--- src/rtl/lcd_pkg.sv ---
// lcd_pkg: shared definitions for the LCD write path.
//   - lcd_state_e : bus-controller state encoding (also used by the sequencer)
//   - RS_CMD / RS_DATA : register-select levels
//   - max3()      : elaboration helper for sizing the phase timer
package lcd_pkg;

    typedef enum logic [2:0] {
        ST_IDLE      = 3'd0,
        ST_WAIT_DATA = 3'd1,
        ST_SETUP     = 3'd2,
        ST_STROBE    = 3'd3,
        ST_HOLD      = 3'd4,
        ST_DONE      = 3'd5
    } lcd_state_e;

    localparam logic RS_CMD  = 1'b0;
    localparam logic RS_DATA = 1'b1;

    function automatic int max3(input int a, input int b, input int c);
        int m;
        m = (a > b) ? a : b;
        return (m > c) ? m : c;
    endfunction

endpackage

--- src/rtl/lcd_phase_timer.sv ---
// lcd_phase_timer: down-counter shared by the SETUP, STROBE and HOLD phases.
//   clk, rstn : clock, synchronous active-low reset
//   load      : reload the counter with load_val (asserted on phase entry)
//   load_val  : phase length minus one
//   expired   : counter at zero, i.e. this is the last cycle of the phase
module lcd_phase_timer #(
    parameter int CNT_W = 1
) (
    input  logic             clk,
    input  logic             rstn,
    input  logic             load,
    input  logic [CNT_W-1:0] load_val,
    output logic             expired
);

    logic [CNT_W-1:0] cnt;

    always_ff @(posedge clk) begin
        if (!rstn)
            cnt <= '0;
        else if (load)
            cnt <= load_val;
        else if (cnt != '0)
            cnt <= cnt - CNT_W'(1);
    end

    assign expired = (cnt == '0);

endmodule

--- src/rtl/lcd_burst_wr_ctrl.sv ---
// lcd_burst_wr_ctrl: 8080-style LCD write-bus controller with bursts.
//   clk, rstn       : clock, synchronous active-low reset
//   start, is_cmd,
//   burst_len       : burst request, sampled only in IDLE
//   abort           : end the burst at the next beat boundary (WAIT_DATA only)
//   in_data, in_valid, in_ready : upstream beat stream
//   busy, done      : status; done pulses one cycle when a burst ends
//   LCD_CS/RS/WR/DATA : panel bus, CS and WR active low
module lcd_burst_wr_ctrl
    import lcd_pkg::*;
#(
    parameter int DATA_W     = 16,
    parameter int LEN_W      = 8,
    parameter int SETUP_CYC  = 1,
    parameter int WR_LOW_CYC = 1,
    parameter int HOLD_CYC   = 1
) (
    input  logic              clk,
    input  logic              rstn,
    input  logic              start,
    input  logic              is_cmd,
    input  logic [LEN_W-1:0]  burst_len,
    input  logic              abort,
    input  logic [DATA_W-1:0] in_data,
    input  logic              in_valid,
    output logic              in_ready,
    output logic              busy,
    output logic              done,
    output logic              LCD_CS,
    output logic              LCD_RS,
    output logic              LCD_WR,
    output logic [DATA_W-1:0] LCD_DATA
);

    localparam int TMR_W = $clog2(max3(SETUP_CYC, WR_LOW_CYC, HOLD_CYC)) + 1;

    lcd_state_e       state, state_next;
    logic [LEN_W-1:0] remaining;
    logic             tmr_load, tmr_exp;
    logic [TMR_W-1:0] tmr_val;

    lcd_phase_timer #(.CNT_W(TMR_W)) u_timer (
        .clk      (clk),
        .rstn     (rstn),
        .load     (tmr_load),
        .load_val (tmr_val),
        .expired  (tmr_exp)
    );

    // Timer is reloaded on every state change, with the length of the phase
    // being entered; untimed states just get zero.
    assign tmr_load = (state_next != state);

    always_comb begin
        tmr_val = '0;
        case (state_next)
            ST_SETUP:  tmr_val = TMR_W'(SETUP_CYC - 1);
            ST_STROBE: tmr_val = TMR_W'(WR_LOW_CYC - 1);
            ST_HOLD:   tmr_val = TMR_W'(HOLD_CYC - 1);
            default:   tmr_val = '0;
        endcase
    end

    always_ff @(posedge clk) begin
        if (!rstn)
            state <= ST_IDLE;
        else
            state <= state_next;
    end

    always_comb begin
        state_next = state;
        case (state)
            ST_IDLE:
                if (start)
                    state_next = (burst_len != '0) ? ST_WAIT_DATA : ST_DONE;
            ST_WAIT_DATA:
                if (abort)
                    state_next = ST_DONE;
                else if (in_valid)
                    state_next = ST_SETUP;
            ST_SETUP:
                if (tmr_exp) state_next = ST_STROBE;
            ST_STROBE:
                if (tmr_exp) state_next = ST_HOLD;
            ST_HOLD:
                if (tmr_exp)
                    state_next = (remaining == LEN_W'(1)) ? ST_DONE : ST_WAIT_DATA;
            ST_DONE:
                state_next = ST_IDLE;
            default:
                state_next = ST_IDLE;
        endcase
    end

    // Datapath registers: RS latched at burst start, DATA at beat accept,
    // beat count decremented as each HOLD phase finishes.
    always_ff @(posedge clk) begin
        if (!rstn) begin
            LCD_RS    <= 1'b1;
            LCD_DATA  <= '0;
            remaining <= '0;
        end else begin
            case (state)
                ST_IDLE:
                    if (start && burst_len != '0) begin
                        LCD_RS    <= is_cmd ? RS_CMD : RS_DATA;
                        remaining <= burst_len;
                    end
                ST_WAIT_DATA:
                    if (!abort && in_valid)
                        LCD_DATA <= in_data;
                ST_HOLD:
                    if (tmr_exp)
                        remaining <= remaining - LEN_W'(1);
                default: ;
            endcase
        end
    end

    // Moore outputs; in_ready additionally drops while abort is high so no
    // beat is taken in the abort cycle.
    always_comb begin
        LCD_CS   = 1'b1;
        LCD_WR   = 1'b1;
        in_ready = 1'b0;
        busy     = (state != ST_IDLE);
        done     = (state == ST_DONE);
        case (state)
            ST_WAIT_DATA: begin
                LCD_CS   = 1'b0;
                in_ready = !abort;
            end
            ST_SETUP, ST_HOLD: LCD_CS = 1'b0;
            ST_STROBE: begin
                LCD_CS = 1'b0;
                LCD_WR = 1'b0;
            end
            default: ;
        endcase
    end

endmodule

--- config.mk ---
export PLATFORM = sky130hd
export DESIGN_NAME = lcd_burst_wr_ctrl
export DESIGN_NICKNAME = d
export VERILOG_FILES = /design/src/rtl/lcd_pkg.sv /design/src/rtl/lcd_phase_timer.sv /design/src/rtl/lcd_burst_wr_ctrl.sv
export SDC_FILE = /design/constraint.sdc
export NUM_CORES = 1
export LEC_CHECK = 0
export CAP_MARGIN = 15
export CORE_MARGIN = 10
export CORE_UTILIZATION = 35
export DETAILED_ROUTE_END_ITERATION = 8
export DONT_BUFFER_PORTS = 1
export GPL_TIMING_DRIVEN = 0
export HOLD_SLACK_MARGIN = 0.1
export SLEW_MARGIN = 20
export SYNTH_ARGS = -nofsm -noshare
export SYNTH_HDL_FRONTEND = slang
export SYNTH_SLANG_ARGS = --single-unit
--- constraint.sdc ---
create_clock -name clk -period 5.38 [get_ports clk]
set_input_delay 0.807 -clock clk [delete_from_list [all_inputs] [get_ports clk]]
set_output_delay 0.807 -clock clk [all_outputs]
set_load 0.02 [all_outputs]
==> impl_metrics.csv <==
group,metric,value,unit
synthesis,syn-cell-area,0.00145,mm2
synthesis,synth.net_count,220,
sta,max_freq,0.418,GHz
worst_setup_path,cp.arrival,1580,ps
clocking,insertion_delay,280,ps
sta,finalHoldViolCount,0,
worst_setup_path,end_kind,"output pin",
synthesis,synth_top_area_cell,"dfxtp_1",
clocking,clock_sinks,29,
detailed_routing,dr_total_vias,1348,
synthesis,synth_top_area_share,40.1,%
grt,grt_pass1_vias,1314,
detailed_routing,drc,0,
detailed_routing,via_per_inst,5.48,
pwr,leakagePower,0.574,nW
detailed_routing,finalWirelength,3870,um
synthesis,synthFlopType,"dfxtp_1",
layout,area_delta_synth_final,11.3,%
clocking,cts_buffers,5,
floorplanning,die_h,84.3,um
floorplanning,core_area,0.00400,mm2
sta,finalCritPeriodShare,44.4,%
worst_setup_path,timing.rr.start,"state[2]",
detailed_routing,postRouteAntennaNets,0,
worst_setup_path,critical_path_buf_inv_count,1,
clocking,clk_pin_slew,60,ps
sta,fin_setup_tns,0,ps
clocking,cts_max_path_buffers,2,
synthesis,avgSynthCellArea,7.69,um2
floorplanning,start_util,36.2,%
synthesis,synth_edf_count,0,
worst_setup_path,cp.required,4570,ps
sta,rsz0062_at_grt,"false",
layout,layout_commonest_cell,"nand2_1",
grt,grtUsageTotal,10.9,%
worst_setup_path,crit_fanout,10,
synthesis,ys_ff_latch,29,
floorplanning,io_pins,52,
synthesis,synth_warnings,0,
sta,holdWs,470,ps
layout,drive_gt1_share,8.16,%
min_path,hp-class,"flip-flop to flip-flop",
clocking,htreeDepth,2,
synthesis,yosysSeqAreaShare,40.1,%
sta,fin_worst_skew,6.45,ps
placed_design,gp_congestion,0.829,
sta,slew_violations,0,
grt,antenna_found_initial,0,
worst_setup_path,cp_slowest_cell,"or3_1",
clocking,cts_tree,"built",
synthesis,synth_area_leaders,"dfxtp_1 40%, nand2_1 13%, a21oi_1 10%, clkbuf_1 2.1%, nor2_1 1.8%",
sta,finalCriticalPeriod,2390,ps
sta,setup-violations-final,0,
detailed_routing,first_iter_violations,47,
grt,gr-total-overflow,0,
detailed_routing,first_pass_iters,4,
grt,grt_max_degree,11,
min_path,hold_path_startpoint,"remaining[5]",
layout,layout_common_cells,"50 x nand2_1, 30 x a21oi_1, 29 x dfxtp_1",
placed_design,dp_hpwl,2890,um
worst_setup_path,max_stage_delay,510,ps
detailed_routing,wl_per_cell,15.7,um
synthesis,synthCells,188,
clocking,ctsResizeCount,0,
clocking,cts_setup_buffers,0,
worst_setup_path,startpoint,"state[1]",
pwr,ir_drop,103,uV
worst_setup_path,r2r_slack,3450,ps
layout,n_fill_cell,436,
floorplanning,rows,23,
clocking,cts_hold_buf,0,
layout,num_antenna_cells,0,
clocking,cts-root-buf,"clkbuf_8",
worst_setup_path,cp-start-kind,"flip-flop",
floorplanning,die_area,0.00710,mm2
placed_design,port_buffers,0,
sta,worst_slew_pin_slew,915,ps
layout,nets,227,
status,status,"finished, final reports clean",
grt,grt_pass1_wl,6560,um
floorplanning,die_w,84.3,um
worst_setup_path,path_delay_family,"simple AND/OR/NAND/NOR gates",
pwr,power,545,uW
worst_setup_path,worst-setup-path-type,"flip-flop to output pin",
run,max_cap_violations,0,
pwr,p_per_area,338,mW/mm2
sta,max-slew-margin-rel,38.9,%
synthesis,synthDistinctLibCells,42,
worst_setup_path,crit_chain,"clkbuf_1 -> or3_1 -> nand2_1",
synthesis,ys_async_sr_fraction,0,%
==> area by class of cell <==
class	count	area, um2	share of cell area [%]
clock buffers	7	96.3	5.98
inverters	5	18.8	1.17
clock inverters	1	5.00	0.311
flip-flops and latches	29	581	36.1
well taps	50	62.6	3.89
plain buffers	12	65.1	4.04
multi-input cells	142	782	48.6
==> worst register-to-register path, delay by kind of cell (launching register included) <==
family,cells,cell delay [ps]
AND/OR/NAND/NOR,2,900
flip-flops,1,360
AO/OA/AOI/OAI,2,440
buffers and inverters,1,170
==> stage by stage <==
stage | util [%] | worst slack, ps | instances | area [um2]
final | 40.3 | 2990 | 246 | 1610
after floorplan | - | 3250 | 188 | 1450
after global placement | 37.7 | 3190 | 238 | 1510
after CTS | 40.3 | 2960 | 246 | 1610
after global routing | 40.3 | 2900 | 246 | 1610
after detailed placement | 37.7 | 3190 | 238 | 1510
==> registers in the layout (all words and copies together), names as in the netlist <==
register     count
LCD_DATA        16
state            3
remaining        8
u_timer.cnt      1
LCD_RS           1
==> path summary, 6_finish.rpt <==
| kind | end | cells after the start |
|---|---|---|
| worst min register to register | remaining[5] | 2 |
| worst min-delay path | remaining[5] | 2 |
| worst max register to register | remaining[4] | 5 |
| worst max-delay path | LCD_CS | 3 |
==> metal layers <==
layer / GRT usage, % / share of wire [%] / up-vias
met3: 5.60 / 9.4 / 5
met5: 0 / 0 / -
li1: - / - / 668
met2: 15.7 / 44 / 43
met4: 3.50 / 0.98 / 0
met1: 13.6 / 46 / 632
==> cell families after synthesis <==
| group | synth area share (%) |
|---|---|
| flops | 40.1 |
| other cells | 0.259 |
| simple gates | 28.4 |
| xor+xnor | 0.606 |
| buf+inv | 5.80 |
| fa+ha+maj | 1.73 |
| compound gates | 23.1 |
==> power by group <==
part           switching [mW]  internal (mW)
Combinational          0.0593         0.0410
Clock                  0.0827          0.115
Sequential             0.0180          0.228
Total                   0.160          0.385
==> cells in the mapped netlist (2+ instances only) <==
| master | count |
|---|---|
| nor4_1 | 3 |
| nand2b_1 | 3 |
| a21oi_1 | 30 |
| a221o_1 | 2 |
| nand2_1 | 50 |
| o32ai_1 | 3 |
| nor2_1 | 7 |
| o21ai_0 | 3 |
| ha_1 | 2 |
| dfxtp_1 | 29 |
| a22oi_1 | 2 |
| nor3b_1 | 3 |
| a22o_1 | 2 |
| and2_1 | 2 |
| clkbuf_1 | 8 |
| nor3_1 | 5 |
| nand3_1 | 3 |
| inv_1 | 5 |
| o22a_1 | 2 |
| buf_6 | 2 |
(Power assumes the default switching activity.)
